## config.mk

```make
export PLATFORM = sky130hd
export DESIGN_NAME = ex_hazard_ctrl_flat
export DESIGN_NICKNAME = d
export VERILOG_FILES = /design/src/rtl/ex_hazard_ctrl_if.sv /design/src/rtl/ex_hazard_ctrl.sv /design/src/flat_wrapper.sv
export SDC_FILE = /design/constraint.sdc
export NUM_CORES = 1
export LEC_CHECK = 0
export CAP_MARGIN = 20
export CELL_PAD_IN_SITES_DETAIL_PLACEMENT = 1
export CELL_PAD_IN_SITES_GLOBAL_PLACEMENT = 1
export CORE_MARGIN = 3
export CORE_UTILIZATION = 40
export CTS_CLUSTER_SIZE = 14
export DETAILED_ROUTE_END_ITERATION = 12
export GPL_ROUTABILITY_DRIVEN = 0
export PLACE_DENSITY = 0.95
export SLEW_MARGIN = 20
export SYNTH_ARGS = -nofsm -noshare
export SYNTH_HDL_FRONTEND = slang
export SYNTH_SLANG_ARGS = --single-unit
```

## constraint.sdc

```tcl
create_clock -name clk -period 3.94 [get_ports clk]
set_clock_uncertainty 0.1 [all_clocks]
set_input_delay 0.394 -clock clk [delete_from_list [all_inputs] [get_ports clk]]
set_output_delay 0.394 -clock clk [all_outputs]
set_load 0.02 [all_outputs]
```

## src/rtl/ex_hazard_ctrl_if.sv

```systemverilog
// ex_hazard_ctrl_if: bundle between the pipeline datapath and the EX hazard
// controller.
//   master : pipeline side. It drives the ID instruction fields and the EX
//            branch info, and receives the stall/flush/forward controls and
//            the event counters.
//   slave  : hazard controller side, with the directions reversed.
interface ex_hazard_ctrl_if;
    logic        id_valid;
    logic [4:0]  id_rs1;
    logic [4:0]  id_rs2;
    logic        id_use_rs1;
    logic        id_use_rs2;
    logic [4:0]  id_rd;
    logic        id_reg_write;
    logic        id_mem_read;
    logic        ex_is_branch;
    logic        ex_branch_result;
    logic        stall_pc;
    logic        stall_id;
    logic        flush_id;
    logic        flush_ex;
    logic [1:0]  fwd_a;
    logic [1:0]  fwd_b;
    logic [15:0] stall_cnt;
    logic [15:0] flush_cnt;

    modport master (
        output id_valid, id_rs1, id_rs2, id_use_rs1, id_use_rs2, id_rd,
               id_reg_write, id_mem_read, ex_is_branch, ex_branch_result,
        input  stall_pc, stall_id, flush_id, flush_ex, fwd_a, fwd_b,
               stall_cnt, flush_cnt
    );

    modport slave (
        input  id_valid, id_rs1, id_rs2, id_use_rs1, id_use_rs2, id_rd,
               id_reg_write, id_mem_read, ex_is_branch, ex_branch_result,
        output stall_pc, stall_id, flush_id, flush_ex, fwd_a, fwd_b,
               stall_cnt, flush_cnt
    );
endinterface

```

## src/rtl/ex_hazard_ctrl.sv

```systemverilog
// ex_hazard_ctrl: load-use stall, taken-branch flush and operand forwarding
// control for a 5-stage pipeline. It tracks the destination registers of the
// instructions in EX and MEM and selects the forwarding path for each EX
// operand.
//   clk   : rising-edge clock
//   rst_n : asynchronous active-low reset
//   hif   : slave side of ex_hazard_ctrl_if. Inputs are the ID fields and the
//           EX branch info. Outputs are stall_pc/stall_id/flush_id/flush_ex
//           (combinational), fwd_a/fwd_b (registered) and stall_cnt/flush_cnt.
// The WB slot is simply where MEM lands after each edge. Nothing downstream
// of it affects hazards or forwarding, so it holds no storage here. The MEM
// slot keeps only the fields that forwarding reads.
module ex_hazard_ctrl (
    input  logic             clk,
    input  logic             rst_n,
    ex_hazard_ctrl_if.slave  hif
);
    typedef enum logic {RUN = 1'b0, FLUSH = 1'b1} state_t;

    state_t      state_q, state_d;

    logic        ex_valid_q, ex_rw_q, ex_mr_q;
    logic [4:0]  ex_rd_q;
    logic        mem_valid_q, mem_rw_q;
    logic [4:0]  mem_rd_q;
    logic [1:0]  fwd_a_q, fwd_b_q;
    logic [15:0] stall_cnt_q, flush_cnt_q;

    logic        id_live, taken, load_use;
    logic        stall_c, flush_id_c, flush_ex_c;

    // In FLUSH, the ID slot holds a wrong-path instruction and is ignored.
    assign id_live = hif.id_valid & (state_q == RUN);
    assign taken   = ex_valid_q & hif.ex_is_branch & hif.ex_branch_result
                   & (state_q == RUN);
    assign load_use = id_live & ex_valid_q & ex_mr_q & (ex_rd_q != 5'd0)
                    & ((hif.id_use_rs1 & (hif.id_rs1 == ex_rd_q))
                     | (hif.id_use_rs2 & (hif.id_rs2 == ex_rd_q)));

    // A taken branch wins over a load-use hazard.
    always_comb begin
        stall_c    = 1'b0;
        flush_id_c = 1'b0;
        flush_ex_c = 1'b0;
        state_d    = RUN;
        if (taken) begin
            flush_id_c = 1'b1;
            flush_ex_c = 1'b1;
        end else if (load_use) begin
            stall_c    = 1'b1;
            flush_ex_c = 1'b1;
        end
        if (state_q == RUN && taken)
            state_d = FLUSH;
    end

    // EX/MEM result first, then MEM/WB. Register x0 never matches.
    function automatic logic [1:0] fwd_sel(input logic use_rs, input logic [4:0] rs);
        if (!use_rs || rs == 5'd0)
            return 2'b00;
        if (ex_valid_q && ex_rw_q && ex_rd_q == rs)
            return 2'b01;
        if (mem_valid_q && mem_rw_q && mem_rd_q == rs)
            return 2'b10;
        return 2'b00;
    endfunction

    always_ff @(posedge clk or negedge rst_n) begin
        if (!rst_n) begin
            state_q     <= RUN;
            ex_valid_q  <= 1'b0;
            ex_rw_q     <= 1'b0;
            ex_mr_q     <= 1'b0;
            ex_rd_q     <= 5'd0;
            mem_valid_q <= 1'b0;
            mem_rw_q    <= 1'b0;
            mem_rd_q    <= 5'd0;
            fwd_a_q     <= 2'b00;
            fwd_b_q     <= 2'b00;
            stall_cnt_q <= 16'd0;
            flush_cnt_q <= 16'd0;
        end else begin
            state_q     <= state_d;
            mem_valid_q <= ex_valid_q;
            mem_rw_q    <= ex_rw_q;
            mem_rd_q    <= ex_rd_q;
            if (id_live && !flush_ex_c) begin
                ex_valid_q <= 1'b1;
                ex_rw_q    <= hif.id_reg_write;
                ex_mr_q    <= hif.id_mem_read;
                ex_rd_q    <= hif.id_rd;
                fwd_a_q    <= fwd_sel(hif.id_use_rs1, hif.id_rs1);
                fwd_b_q    <= fwd_sel(hif.id_use_rs2, hif.id_rs2);
            end else begin
                ex_valid_q <= 1'b0;
                ex_rw_q    <= 1'b0;
                ex_mr_q    <= 1'b0;
                ex_rd_q    <= 5'd0;
                fwd_a_q    <= 2'b00;
                fwd_b_q    <= 2'b00;
            end
            if (stall_c && stall_cnt_q != 16'hFFFF)
                stall_cnt_q <= stall_cnt_q + 16'd1;
            if (taken && flush_cnt_q != 16'hFFFF)
                flush_cnt_q <= flush_cnt_q + 16'd1;
        end
    end

    assign hif.stall_pc  = stall_c;
    assign hif.stall_id  = stall_c;
    assign hif.flush_id  = flush_id_c;
    assign hif.flush_ex  = flush_ex_c;
    assign hif.fwd_a     = fwd_a_q;
    assign hif.fwd_b     = fwd_b_q;
    assign hif.stall_cnt = stall_cnt_q;
    assign hif.flush_cnt = flush_cnt_q;
endmodule

```

## src/flat_wrapper.sv

```systemverilog
// flat-port wrapper written by rule: the top's interface ports become plain ports
module ex_hazard_ctrl_flat 
  (clk, rst_n, hif_id_valid, hif_id_rs1, hif_id_rs2, hif_id_use_rs1, hif_id_use_rs2, hif_id_rd, hif_id_reg_write, hif_id_mem_read, hif_ex_is_branch, hif_ex_branch_result, hif_stall_pc, hif_stall_id, hif_flush_id, hif_flush_ex, hif_fwd_a, hif_fwd_b, hif_stall_cnt, hif_flush_cnt);
  ex_hazard_ctrl_if hif_i ();
  input  logic clk;
  input  logic rst_n;
  input wire logic [$bits(hif_i.id_valid)-1:0] hif_id_valid;
  input wire logic [$bits(hif_i.id_rs1)-1:0] hif_id_rs1;
  input wire logic [$bits(hif_i.id_rs2)-1:0] hif_id_rs2;
  input wire logic [$bits(hif_i.id_use_rs1)-1:0] hif_id_use_rs1;
  input wire logic [$bits(hif_i.id_use_rs2)-1:0] hif_id_use_rs2;
  input wire logic [$bits(hif_i.id_rd)-1:0] hif_id_rd;
  input wire logic [$bits(hif_i.id_reg_write)-1:0] hif_id_reg_write;
  input wire logic [$bits(hif_i.id_mem_read)-1:0] hif_id_mem_read;
  input wire logic [$bits(hif_i.ex_is_branch)-1:0] hif_ex_is_branch;
  input wire logic [$bits(hif_i.ex_branch_result)-1:0] hif_ex_branch_result;
  output wire logic [$bits(hif_i.stall_pc)-1:0] hif_stall_pc;
  output wire logic [$bits(hif_i.stall_id)-1:0] hif_stall_id;
  output wire logic [$bits(hif_i.flush_id)-1:0] hif_flush_id;
  output wire logic [$bits(hif_i.flush_ex)-1:0] hif_flush_ex;
  output wire logic [$bits(hif_i.fwd_a)-1:0] hif_fwd_a;
  output wire logic [$bits(hif_i.fwd_b)-1:0] hif_fwd_b;
  output wire logic [$bits(hif_i.stall_cnt)-1:0] hif_stall_cnt;
  output wire logic [$bits(hif_i.flush_cnt)-1:0] hif_flush_cnt;
  assign hif_i.id_valid = hif_id_valid;
  assign hif_i.id_rs1 = hif_id_rs1;
  assign hif_i.id_rs2 = hif_id_rs2;
  assign hif_i.id_use_rs1 = hif_id_use_rs1;
  assign hif_i.id_use_rs2 = hif_id_use_rs2;
  assign hif_i.id_rd = hif_id_rd;
  assign hif_i.id_reg_write = hif_id_reg_write;
  assign hif_i.id_mem_read = hif_id_mem_read;
  assign hif_i.ex_is_branch = hif_ex_is_branch;
  assign hif_i.ex_branch_result = hif_ex_branch_result;
  assign hif_stall_pc = hif_i.stall_pc;
  assign hif_stall_id = hif_i.stall_id;
  assign hif_flush_id = hif_i.flush_id;
  assign hif_flush_ex = hif_i.flush_ex;
  assign hif_fwd_a = hif_i.fwd_a;
  assign hif_fwd_b = hif_i.fwd_b;
  assign hif_stall_cnt = hif_i.stall_cnt;
  assign hif_flush_cnt = hif_i.flush_cnt;
  ex_hazard_ctrl u_core (.clk(clk), .rst_n(rst_n), .hif(hif_i));
endmodule
```

==> key figures, run 1 <==
Yosys
  • Post-Synth Adder-Cell Area: 0.01024
  • Asr flop ratio synth: 1.000
  • FF+latch count, synth: 52
  • Xor/xnor share of the synthesized area: 0.1755
  • Top FF cell, synth: dfrtp_1
  • Sequential area share after synthesis: 0.5322
  • Post-Synthesis Cells: 219
  • Compound-cell area share of the yosys netlist: 0.04657
  • Mapped Avg Cell Area: 11.16 sq um
  • Ys Warns: 0
  • Simple-gate share of the synthesized area: 0.2108
  • Largest family of logic cells by synthesized area: simple AND/OR/NAND/NOR gates
  • Count of cell types in the netlist: 38
  • Mux cell area share after synthesis: 0.01075
  • Post-synth EDFFs: 0
  • Post-Synthesis Cell Area: 2445 sq um
  • Mapped Nets: 245

STA
  • Slew HR: 0.5724
  • TNS Setup: 0 ns
  • Smallest hold slack: 0.09830 ns
  • Minimum clock period: 3.133 ns
  • Worst-margin pin slew: 0.6414 ns
  • Tcrit/Tclk final: 0.7951
  • Pins Over Slew Limit: 0
  • Fmax: 319.2 MHz
  • RSZ-0062 raised after global routing: false
  • # setup viols final: 0
  • Endpoints failing hold: 0
  • Final worst setup slack: 0.8071 ns

Power and ir drop
  • P_leak: 1.380 nW
  • Overall Power: 0.001204 W
  • Share of power burned in registers: 0.504
  • Max IR drop VDD: 0.2878 mV
  • Psw: 0.0003110 W
  • Power per Cell Area: 367.2 nW/um^2
  • Cell Int Power: 0.0008934 W
  • Clock share of power: 0.329
  • Switching share of power: 0.2582
  • Logic pwr share: 0.166

Setup path
  • Arrival @ worst endpoint: 2.64 ns
  • Reg2reg path depth: 6
  • CP Class: in2out
  • R2r setup slk: 1.63 ns
  • Critical Path Sink: hif_flush_ex
  • Slowest stage delay, CP: 0.62 ns
  • Critical path buffers and inverters: 3
  • Family with the most delay on the worst path: buffers and inverters
  • CP max FO: 9
  • Crit path from: hif_id_rs1[0]
  • Startpoint types: input pin
  • CP endpoint kind: output port
  • Crit path required time: 3.45 ns
  • RR Startpoint: u_core.ex_rd_q[3]
  • Worst R2R End: u_core.hif.stall_cnt[1]
  • CP cell instances: clkdlybuf4s50_1, xnor2_1, nand3_1, nor2_1, nor2_1, o21a_1, inv_1, clkdlybuf4s50_1
  • CP Depth: 8
  • Slowest CP cell: clkdlybuf4s50_1

Run status
  • Run status: complete, no violations

Route
  • Starting DRT DRC Count: 42
  • DRT Wirelength: 6.121 mm
  • DR WL/cell: 16.96 um
  • Initial DRT Pass Iterations: 4
  • Via count: 1894
  • Drt via density: 5.247
  • DRC Markers: 0
  • Post-DRT Antenna Nets: 0

Placed design
  • HPWL after DPL: 4.806 mm
  • Pre-CTS setup slack: 0.8309 ns
  • Port Buf Inserts: 63

CTS
  • CTS sink cnt: 52
  • Htree depth: 2
  • CTS tree: done
  • Clock latency on the worst-skew pair: 0.30 ns
  • CTS Root Cell: clkbuf_8
  • CTS resizes: 0
  • Clk buf depth: 2
  • Hold-fix buffers at CTS: 0
  • Post-CTS Setup Bufs: 0
  • TritonCTS buffer count: 5
  • Reg clk slew, reported paths: 0.09 ns

Die
  • Starting Density: 0.4282
  • DIE AREA: 7086 sq um
  • Die width: 84.18 um
  • Die Height: 84.18 um
  • Ports: 64
  • Core Region: 5709 sq um
  • Row count: 27

Finish
  • Syn-to-layout area delta: 34.14%
  • Antenna cells: 0
  • Nets: 314
  • Utilization after layout: 0.5744
  • Share of layout cells above drive strength 1: 0.06228
  • Fillers: 615

Global route
  • First-pass GRT wire length: 10.54 mm
  • GRT overflow: 0
  • Vias in the first global route: 2115
  • Gr usage total: 0.1854
  • Pin count of the biggest net entering global routing: 53
  • Initial antenna violation count: 0

Run
  • Number of max-cap violations: 0

Hold path
  • Worst hold path class: in2async
-- layer usage --
| metal | vias to the layer above | GRT usage | wire length [um] |
|---|---|---|---|
| met5 | - | 0 | 0 |
| met4 | 0 | 0.04532 | 65 |
| met3 | 6 | 0.04122 | 264 |
| met2 | 45 | 0.3329 | 3197 |
| met1 | 936 | 0.2255 | 2592 |
| li1 | 907 | - | - |
-- how the worst min path moves through the flow --
| stage | start | to | slack, ns | cells after the start |
|---|---|---|---|---|
| 2_1_floorplan | rst_n | u_core.ex_mr_q | -0.002 | 0 |
| 3_3_place_gp | u_core.ex_rw_q | u_core.mem_rw_q | 0.31 | 0 |
| 3_5_place_dp | u_core.ex_rw_q | u_core.mem_rw_q | 0.32 | 0 |
| 4_1_cts | rst_n | u_core.hif.stall_cnt[14] | 0.11 | 2 |
| 5_1_grt | rst_n | u_core.hif.stall_cnt[4] | 0.15 | 2 |
| 6_report | rst_n | u_core.hif.stall_cnt[4] | 0.1 | 2 |
-- state kept, by name, summed over array words and instances, names as in the netlist --
signal                count
u_core.ex_rd_q            5
u_core.mem_valid_q        1
u_core.ex_mr_q            1
u_core.mem_rw_q           1
u_core.ex_valid_q         1
u_core.hif.flush_cnt     16
u_core.hif.fwd_b          2
u_core.hif.fwd_a          2
u_core.hif.stall_cnt     16
u_core.state_q            1
u_core.mem_rd_q           5
u_core.ex_rw_q            1
-- through the flow --
stage                     instances  instance area (sq um)
final                           361                   3279
after global routing            361                   3279
after CTS                       361                   3279
after detailed placement        353                   3153
after global placement          353                   3153
after floorplan                 219                   2445
-- layout by cell type (no fill, tap or decap), types with 2 or more instances in the layout --
cell type        instances
nor3_1                   5
o21a_1                   2
ha_1                     2
nor4_1                   3
nand3_1                 23
or2_2                    2
nand4_1                  7
buf_4                    2
or4_1                    3
nor3b_1                  4
nand2_1                 13
xor2_1                  12
clkdlybuf4s50_1         62
inv_1                    3
clkbuf_8                 7
xnor2_1                 37
o211ai_1                 2
nor2_1                  15
dfrtp_1                 52
and3_1                  13
-- cells by family after synthesis --
family / Yosys count
and+or+nand+nor: 96
adders and majority gates: 2
muxes: 2
xor gates and xnor gates: 49
AOI/OAI and AO/OA: 12
buffers and inverters: 6
DFF: 52
-- synthesized netlist by cell type (all sizes together) (2+ instances only) --
library cell	number	share of area
and3	13	0.033
buf	2	0.0077
dfrtp	52	0.53
ha	2	0.010
inv	3	0.0046
mux2	2	0.011
nand2	13	0.020
nand3	23	0.047
nand4	7	0.018
nor2	15	0.023
nor3	5	0.010
nor3b	4	0.012
nor4	3	0.0077
o2111ai	2	0.0097
o211ai	2	0.0061
o21a	2	0.0061
or2	2	0.0051
or4	3	0.0092
xnor2	37	0.13
xor2	12	0.043
-- layout make-up --
| cell class | count | area, sq um | area share |
|---|---|---|---|
| clock buffer | 7 | 96.34 | 0.02938 |
| clock inverter | 1 | 30.03 | 0.009157 |
| inverter | 3 | 11.26 | 0.003434 |
| multi-input combinational | 161 | 1110 | 0.3384 |
| sequential | 52 | 1301 | 0.3968 |
| tap | 72 | 90.09 | 0.02747 |
| timing repair buffer | 65 | 640.6 | 0.1953 |
-- power by group through the flow --
stage / logic, W / registers [W] / clock network [W]
final: 0.000200 / 0.000607 / 0.000397
after global placement: 0.000192 / 0.000615 / 0
after detailed placement: 0.000202 / 0.000619 / 0
after CTS: 0.000203 / 0.000609 / 0.000410
after global routing: 0.000222 / 0.000617 / 0.000430
after floorplan: 0.0000678 / 0.000635 / 0
Note: power is estimated with default switching activity, not from simulation.
==> run 2, diff against run 1 <==
--- a/config.mk
+++ b/config.mk
@@ -9,11 +9,11 @@
 export CELL_PAD_IN_SITES_DETAIL_PLACEMENT = 1
 export CELL_PAD_IN_SITES_GLOBAL_PLACEMENT = 1
 export CORE_MARGIN = 3
-export CORE_UTILIZATION = 40
+export CORE_UTILIZATION = 37
 export CTS_CLUSTER_SIZE = 14
 export DETAILED_ROUTE_END_ITERATION = 12
 export GPL_ROUTABILITY_DRIVEN = 0
-export PLACE_DENSITY = 0.95
+export PLACE_DENSITY = 0.91
 export SLEW_MARGIN = 20
 export SYNTH_ARGS = -nofsm -noshare
 export SYNTH_HDL_FRONTEND = slang
==> constraint.sdc (replaced) <==
create_clock -name clk -period 3.05 [get_ports clk]
set_clock_uncertainty 0.1 [all_clocks]
set_input_delay 0.305 -clock clk [delete_from_list [all_inputs] [get_ports clk]]
set_output_delay 0.305 -clock clk [all_outputs]
set_load 0.02 [all_outputs]
==> key figures, run 2 (same netlist as run 1, synthesis figures left out) <==
Run status
  • Run status: complete, no violations (unchanged)

Global route
  • Gr usage total: 0.1722 (was 0.1854)
  • Pin count of the biggest net entering global routing: 31 (was 53)
  • Vias in the first global route: 2105 (was 2115)
  • First-pass GRT wire length: 10.18 mm (was 10.54 mm)
  • Initial antenna violation count: 0 (unchanged)
  • GRT overflow: 0 (unchanged)

Setup path
  • RR Startpoint: u_core.ex_rd_q[0] (was u_core.ex_rd_q[3])
  • Crit path required time: 2.64 ns (was 3.45 ns)
  • CP Class: reg2out (was in2out)
  • CP max FO: 13 (was 9)
  • Reg2reg path depth: 6 (unchanged)
  • R2r setup slk: 0.77 ns (was 1.63 ns)
  • Worst R2R End: u_core.hif.stall_cnt[1] (unchanged)
  • CP endpoint kind: output port (unchanged)
  • Startpoint types: register (was input pin)
  • Arrival @ worst endpoint: 2.50 ns (was 2.64 ns)

Route
  • DR WL/cell: 16.40 um (was 16.96 um)
  • DRT Wirelength: 6.003 mm (was 6.121 mm)
  • Initial DRT Pass Iterations: 4 (unchanged)
  • Met1 WL: 2.735 mm (was 2.592 mm)
  • Starting DRT DRC Count: 26 (was 42)
  • Via count: 1921 (was 1894)
  • Routed length on met2: 2.951 mm (was 3.197 mm)
  • Top Metal Used: met4 (unchanged)
  • DRC Markers: 0 (unchanged)
  • Met3 routed WL: 219 um (was 264 um)
  • Post-DRT Antenna Nets: 0 (unchanged)
  • Drt via density: 5.249 (was 5.247)

STA
  • Slew HR: 0.5536 (was 0.5724)
  • TNS Setup: 0 ns (unchanged)
  • Endpoints failing hold: 0 (unchanged)
  • Fmax: 344.5 MHz
  • # setup viols final: 0 (unchanged)
  • RSZ-0062 raised after global routing: false (unchanged)
  • Tcrit/Tclk final: 0.9517
  • Minimum clock period: 2.903 ns
  • Worst-margin pin slew: 0.6696 ns (was 0.6414 ns)
  • Pins Over Slew Limit: 0 (unchanged)

Finish
  • Most frequent cells in the layout: 62 x clkdlybuf4s50_1, 52 x dfrtp_1, 37 x xnor2_1, 23 x nand3_1, 15 x nor2_1 (unchanged)
  • Syn-to-layout area delta: 34.29% (was 34.14%)
  • Commonest non-fill, non-tap cell in the layout: clkdlybuf4s50_1 (unchanged)
  • Antenna cells: 0 (unchanged)
  • Storage cell area: 1301 sq um (unchanged)
  • Nets: 316 (was 314)
  • Non-Filler Instances: 366 (was 361)
  • Fillers: 660 (was 615)
  • Share of layout cells above drive strength 1: 0.06529 (was 0.06228)
  • Multi-input logic area: 1111 sq um (was 1110 sq um)

Die
  • Core Region: 6166 sq um (was 5709 sq um)
  • Ports: 64 (unchanged)
  • Row count: 28 (was 27)
  • Die Height: 87.29 um (was 84.18 um)
  • DIE AREA: 7619 sq um (was 7086 sq um)
  • Die width: 87.29 um (was 84.18 um)
  • Starting Density: 0.3965 (was 0.4282)

Run
  • Number of max-cap violations: 0 (unchanged)

Placed design
  • Post-Place Cells: 357 (was 353)
  • HPWL after DPL: 4.730 mm (was 4.806 mm)
  • Port Buf Inserts: 63 (unchanged)

CTS
  • CTS sink cnt: 52 (unchanged)
  • Reg clk slew, reported paths: 0.09 ns (about the same)
  • Clock latency on the worst-skew pair: 0.30 ns (about the same)
  • CTS tree: done (unchanged)
  • CTS Root Cell: clkbuf_8 (unchanged)
  • Clk buf depth: 2 (unchanged)
  • TritonCTS buffer count: 5 (unchanged)
  • Htree depth: 2 (unchanged)

Hold path
  • Hold Startpoint: u_core.ex_rw_q
  • Hold Path Sink: u_core.mem_rw_q
  • Min-Delay Path Depth: 0
  • Worst hold path class: reg2reg (was in2async)

Power and ir drop
  • P_leak: 1.380 nW (about the same)
  • Power per Cell Area: 458.0 nW/um^2 (was 367.2 nW/um^2)
  • Max IR drop VDD: 0.3878 mV (was 0.2878 mV)
==> run 2: timing repair <==
item,4_1_cts,5_1_grt
hold endpoints to repair,28,0
hold buffers,1,0
endpoints found under the setup margin,0,1
resized for setup,0,1
setup buffers,0,0
==> run 2: how the worst max path moves through the flow <==
stage                      start           end  depth (start not counted)
6_report       u_core.ex_rd_q[0]  hif_stall_id                          5
5_1_grt        u_core.ex_rd_q[0]  hif_stall_id                          5
4_1_cts        u_core.ex_rd_q[0]  hif_flush_ex                          5
3_5_place_dp       hif_id_rs1[3]  hif_flush_ex                          8
3_3_place_gp       hif_id_rs1[0]  hif_flush_ex                          8
2_1_floorplan  u_core.ex_rd_q[0]  hif_stall_pc                          6
==> run 2: through the flow <==
step | hold WS [ns] | cell area, sq um | power, W | setup slack [ns] | utilization
3_5_place_dp | 0.2751 | 3164 | 0.001056 | 0.1015 | 0.5132
3_3_place_gp | 0.2706 | 3164 | 0.001044 | 0.2595 | 0.5132
4_1_cts | 0.3252 | 3282 | 0.001527 | 0.05831 | 0.5323
2_1_floorplan | -0.09059 | 2445 | 0.0009083 | 0.9146 | -
6_report | 0.3147 | 3283 | 0.001504 | 0.1472 | 0.5325
5_1_grt | 0.3470 | 3283 | 0.001582 | 0.006446 | 0.5325
==> run 2: critical path: stages, from the launching register on <==
cell             delay [ns]
dfrtp_1                0.44
or4_1                  0.56
o2111ai_2              0.24
nand2b_1               0.18
o21ba_4                0.23
clkdlybuf4s50_1        0.55
==> run 2: area by class of cell <==
type / count / share of cell area
Inverter: 3 / 0.003430
Clock inverter: 2 / 0.01067
Multi-Input combinational cell: 161 / 0.3384
Timing Repair Buffer: 67 / 0.2005
Clock buffer: 6 / 0.02210
Sequential cell: 52 / 0.3963
Tap cell: 75 / 0.02858
==> run 2: layer usage <==
metal  vias to the layer above  GRT usage
met2                        46     0.2966
met3                         7    0.02649
met1                       961     0.2143
met5                         -          0
li1                        907          -
met4                         0    0.06974
==> run 2: power by group <==
group	internal (W)	leakage (nW)	switching [W]	total, W
registers	0.000731	0.704	0.0000534	0.000785
clock network	0.000244	0.0552	0.000218	0.000462
logic	0.000133	0.621	0.000124	0.000257
==> run 3, diff against run 2 <==
--- a/config.mk
+++ b/config.mk
@@ -14,6 +14,7 @@
 export DETAILED_ROUTE_END_ITERATION = 12
 export GPL_ROUTABILITY_DRIVEN = 0
 export PLACE_DENSITY = 0.91
+export SETUP_SLACK_MARGIN = 0.1
 export SLEW_MARGIN = 20
 export SYNTH_ARGS = -nofsm -noshare
 export SYNTH_HDL_FRONTEND = slang
==> key figures, run 3 (same netlist as run 1, synthesis figures left out) <==
Run status
  • Run status: complete, no violations (unchanged)

STA
  • Worst-margin pin slew: 0.6720 ns (was 0.6696 ns)
  • Pins Over Slew Limit: 0 (unchanged)
  • RSZ-0062 raised after global routing: false (unchanged)
  • Tcrit/Tclk final: 0.9300 (was 0.9517)
  • Endpoints failing hold: 0 (unchanged)
  • Fmax: 352.6 MHz (was 344.5 MHz)
  • Slew HR: 0.5520 (was 0.5536)
  • # setup viols final: 0 (unchanged)
  • Minimum clock period: 2.836 ns (was 2.903 ns)
  • TNS Setup: 0 ns (unchanged)

Setup path
  • Startpoint types: input pin (was register)
  • Crit path required time: 2.64 ns (about the same)
  • Slowest stage delay, CP: 0.61 ns (was 0.56 ns)
  • CP max FO: 9 (was 13)
  • CP Class: in2out (was reg2out)
  • Arrival @ worst endpoint: 2.43 ns (was 2.50 ns)
  • Slowest CP cell: clkdlybuf4s50_1 (was or4_1)
  • CP endpoint kind: output port (unchanged)
  • CP cell instances: clkdlybuf4s50_1, xnor2_1, nand3_1, nor2_1, nor2_1, o21a_4, inv_1, clkdlybuf4s50_1 (was or4_1, o2111ai_2, nand2b_1, o21ba_4, clkdlybuf4s50_1)

Finish
  • Most frequent cells in the layout: 60 x clkdlybuf4s50_1, 52 x dfrtp_1, 36 x xnor2_1, 23 x nand3_1, 14 x nor2_1 (was 62 x clkdlybuf4s50_1, 52 x dfrtp_1, 37 x xnor2_1, 23 x nand3_1, 15 x nor2_1)
  • Antenna cells: 0 (unchanged)
  • Syn-to-layout area delta: 35.16% (was 34.29%)
  • Share of layout cells above drive strength 1: 0.07216 (was 0.06529)
  • Multi-input logic area: 1127 sq um (was 1111 sq um)
  • Cell area after layout: 3304 sq um (was 3283 sq um)
  • Storage cell area: 1301 sq um (unchanged)
  • Commonest non-fill, non-tap cell in the layout: clkdlybuf4s50_1 (unchanged)
  • Fillers: 660 (unchanged)
  • Nets: 316 (unchanged)

Power and ir drop
  • Max IR drop VDD: 0.3885 mV (was 0.3878 mV)
  • Cell Int Power: 0.001110 W (was 0.001108 W)
  • Logic pwr share: 0.172 (was 0.171)
  • Psw: 0.0003972 W (was 0.0003953 W)
  • Switching share of power: 0.2636 (was 0.2629)
  • Power per Cell Area: 456.0 nW/um^2 (was 458.0 nW/um^2)
  • P_leak: 1.424 nW (was 1.380 nW)
  • Clock share of power: 0.307 (about the same)
  • Share of power burned in registers: 0.521 (was 0.522)

CTS
  • CTS sink cnt: 52 (unchanged)
  • Reg clk slew, reported paths: 0.09 ns (about the same)
  • Htree depth: 2 (unchanged)
  • Clk buf depth: 2 (unchanged)
  • TritonCTS buffer count: 5 (unchanged)
  • Clock latency on the worst-skew pair: 0.30 ns (about the same)
  • CTS tree: done (unchanged)
  • CTS Root Cell: clkbuf_8 (unchanged)

Global route
  • Initial antenna violation count: 0 (unchanged)
  • Gr usage total: 0.1722 (unchanged)
  • GRT overflow: 0 (unchanged)
  • Pin count of the biggest net entering global routing: 31 (unchanged)
  • Vias in the first global route: 2105 (unchanged)
  • First-pass GRT wire length: 10.18 mm (unchanged)

Route
  • Initial DRT Pass Iterations: 4 (unchanged)
  • DRC Markers: 0 (unchanged)
  • Post-DRT Antenna Nets: 0 (unchanged)
  • Via count: 1921 (unchanged)
  • Met3 routed WL: 238 um (was 219 um)
  • DR WL/cell: 16.50 um (was 16.40 um)
  • DRT Wirelength: 6.038 mm (was 6.003 mm)
  • Drt via density: 5.249 (unchanged)
  • Met1 WL: 2.716 mm (was 2.735 mm)
  • Routed length on met2: 2.982 mm (was 2.951 mm)
  • Starting DRT DRC Count: 24 (was 26)
  • Top Metal Used: met4 (unchanged)

Die
  • Die width: 87.29 um (unchanged)
  • Core Region: 6166 sq um (unchanged)
  • DIE AREA: 7619 sq um (unchanged)
  • Starting Density: 0.3965 (unchanged)
  • Row count: 28 (unchanged)
  • Ports: 64 (unchanged)
  • Die Height: 87.29 um (unchanged)

Placed design
  • Port Buf Inserts: 63 (unchanged)
  • HPWL after DPL: 4.730 mm (unchanged)
  • DP Area: 3164 sq um (unchanged)

Hold path
  • Worst hold path class: reg2reg (unchanged)

Run
  • Number of max-cap violations: 0 (unchanged)
## run 3: per-stage QoR
stage	instances	hold WS [ns]	setup slack (ns)	util	power, W
6_report	366	0.3244	0.2136	0.5359	0.001507
5_1_grt	366	0.3470	0.1016	0.5359	0.001585
4_1_cts	366	0.3252	0.1083	0.5325	0.001527
3_5_place_dp	357	0.2751	0.1015	0.5132	0.001056
3_3_place_gp	357	0.2706	0.2595	0.5132	0.001044
2_1_floorplan	219	-0.09059	0.9146	-	0.0009083
## run 3: timing repair
action | 4_1_cts | 5_1_grt
buffers inserted | 0 | 0
setup endpoints to repair | 1 | 3
endpoints found under the hold margin | 28 | 0
hold buffers | 1 | 0
resized for setup | 1 | 5
## run 3: power by group through the flow
stage	Sequential [W]	Combinational (W)	Clock, W
after global placement	0.000795	0.000249	0
final	0.000785	0.000259	0.000462
after CTS	0.000785	0.000261	0.000481
after detailed placement	0.000797	0.000259	0
after global routing	0.000796	0.000282	0.000507
after floorplan	0.000821	0.0000876	0
## run 3: final timing paths
path / depth (start not counted) / endpoint / slack, ns / start
worst min-delay path: 0 / u_core.mem_rw_q / 0.32 / u_core.ex_rw_q
worst max register to register: 6 / u_core.hif.stall_cnt[1] / 0.73 / u_core.ex_rd_q[3]
worst max-delay path: 8 / hif_flush_ex / 0.21 / hif_id_rs2[1]
min in group asynchronous: 2 / u_core.hif.stall_cnt[4] / 0.46 / rst_n
max in group asynchronous: 3 / u_core.hif.flush_cnt[15] / 1.71 / rst_n
worst min register to register: 0 / u_core.mem_rw_q / 0.32 / u_core.ex_rw_q
## run 3: worst max-delay path, delay by kind of cell
kind / cells / cell delay, ns
AOI/OAI and AO/OA: 1 / 0.26
xor gates and xnor gates: 1 / 0.15
and+or+nand+nor: 3 / 0.45
buffers and inverters: 3 / 1.27
## run 3: per-layer routing
metal,global-route usage,vias up
met3,0.02649,7
met2,0.2966,50
met5,0,-
li1,-,908
met4,0.06974,0
met1,0.2143,956
## run 3: area by class of cell
cell class                      instances  area share
Clock buffer                            6     0.02196
Clock inverter                          2     0.01060
Inverter                                3    0.003408
Multi-Input combinational cell        161      0.3412
Sequential cell                        52      0.3938
Tap cell                               75     0.02840
Timing Repair Buffer                   67      0.2007
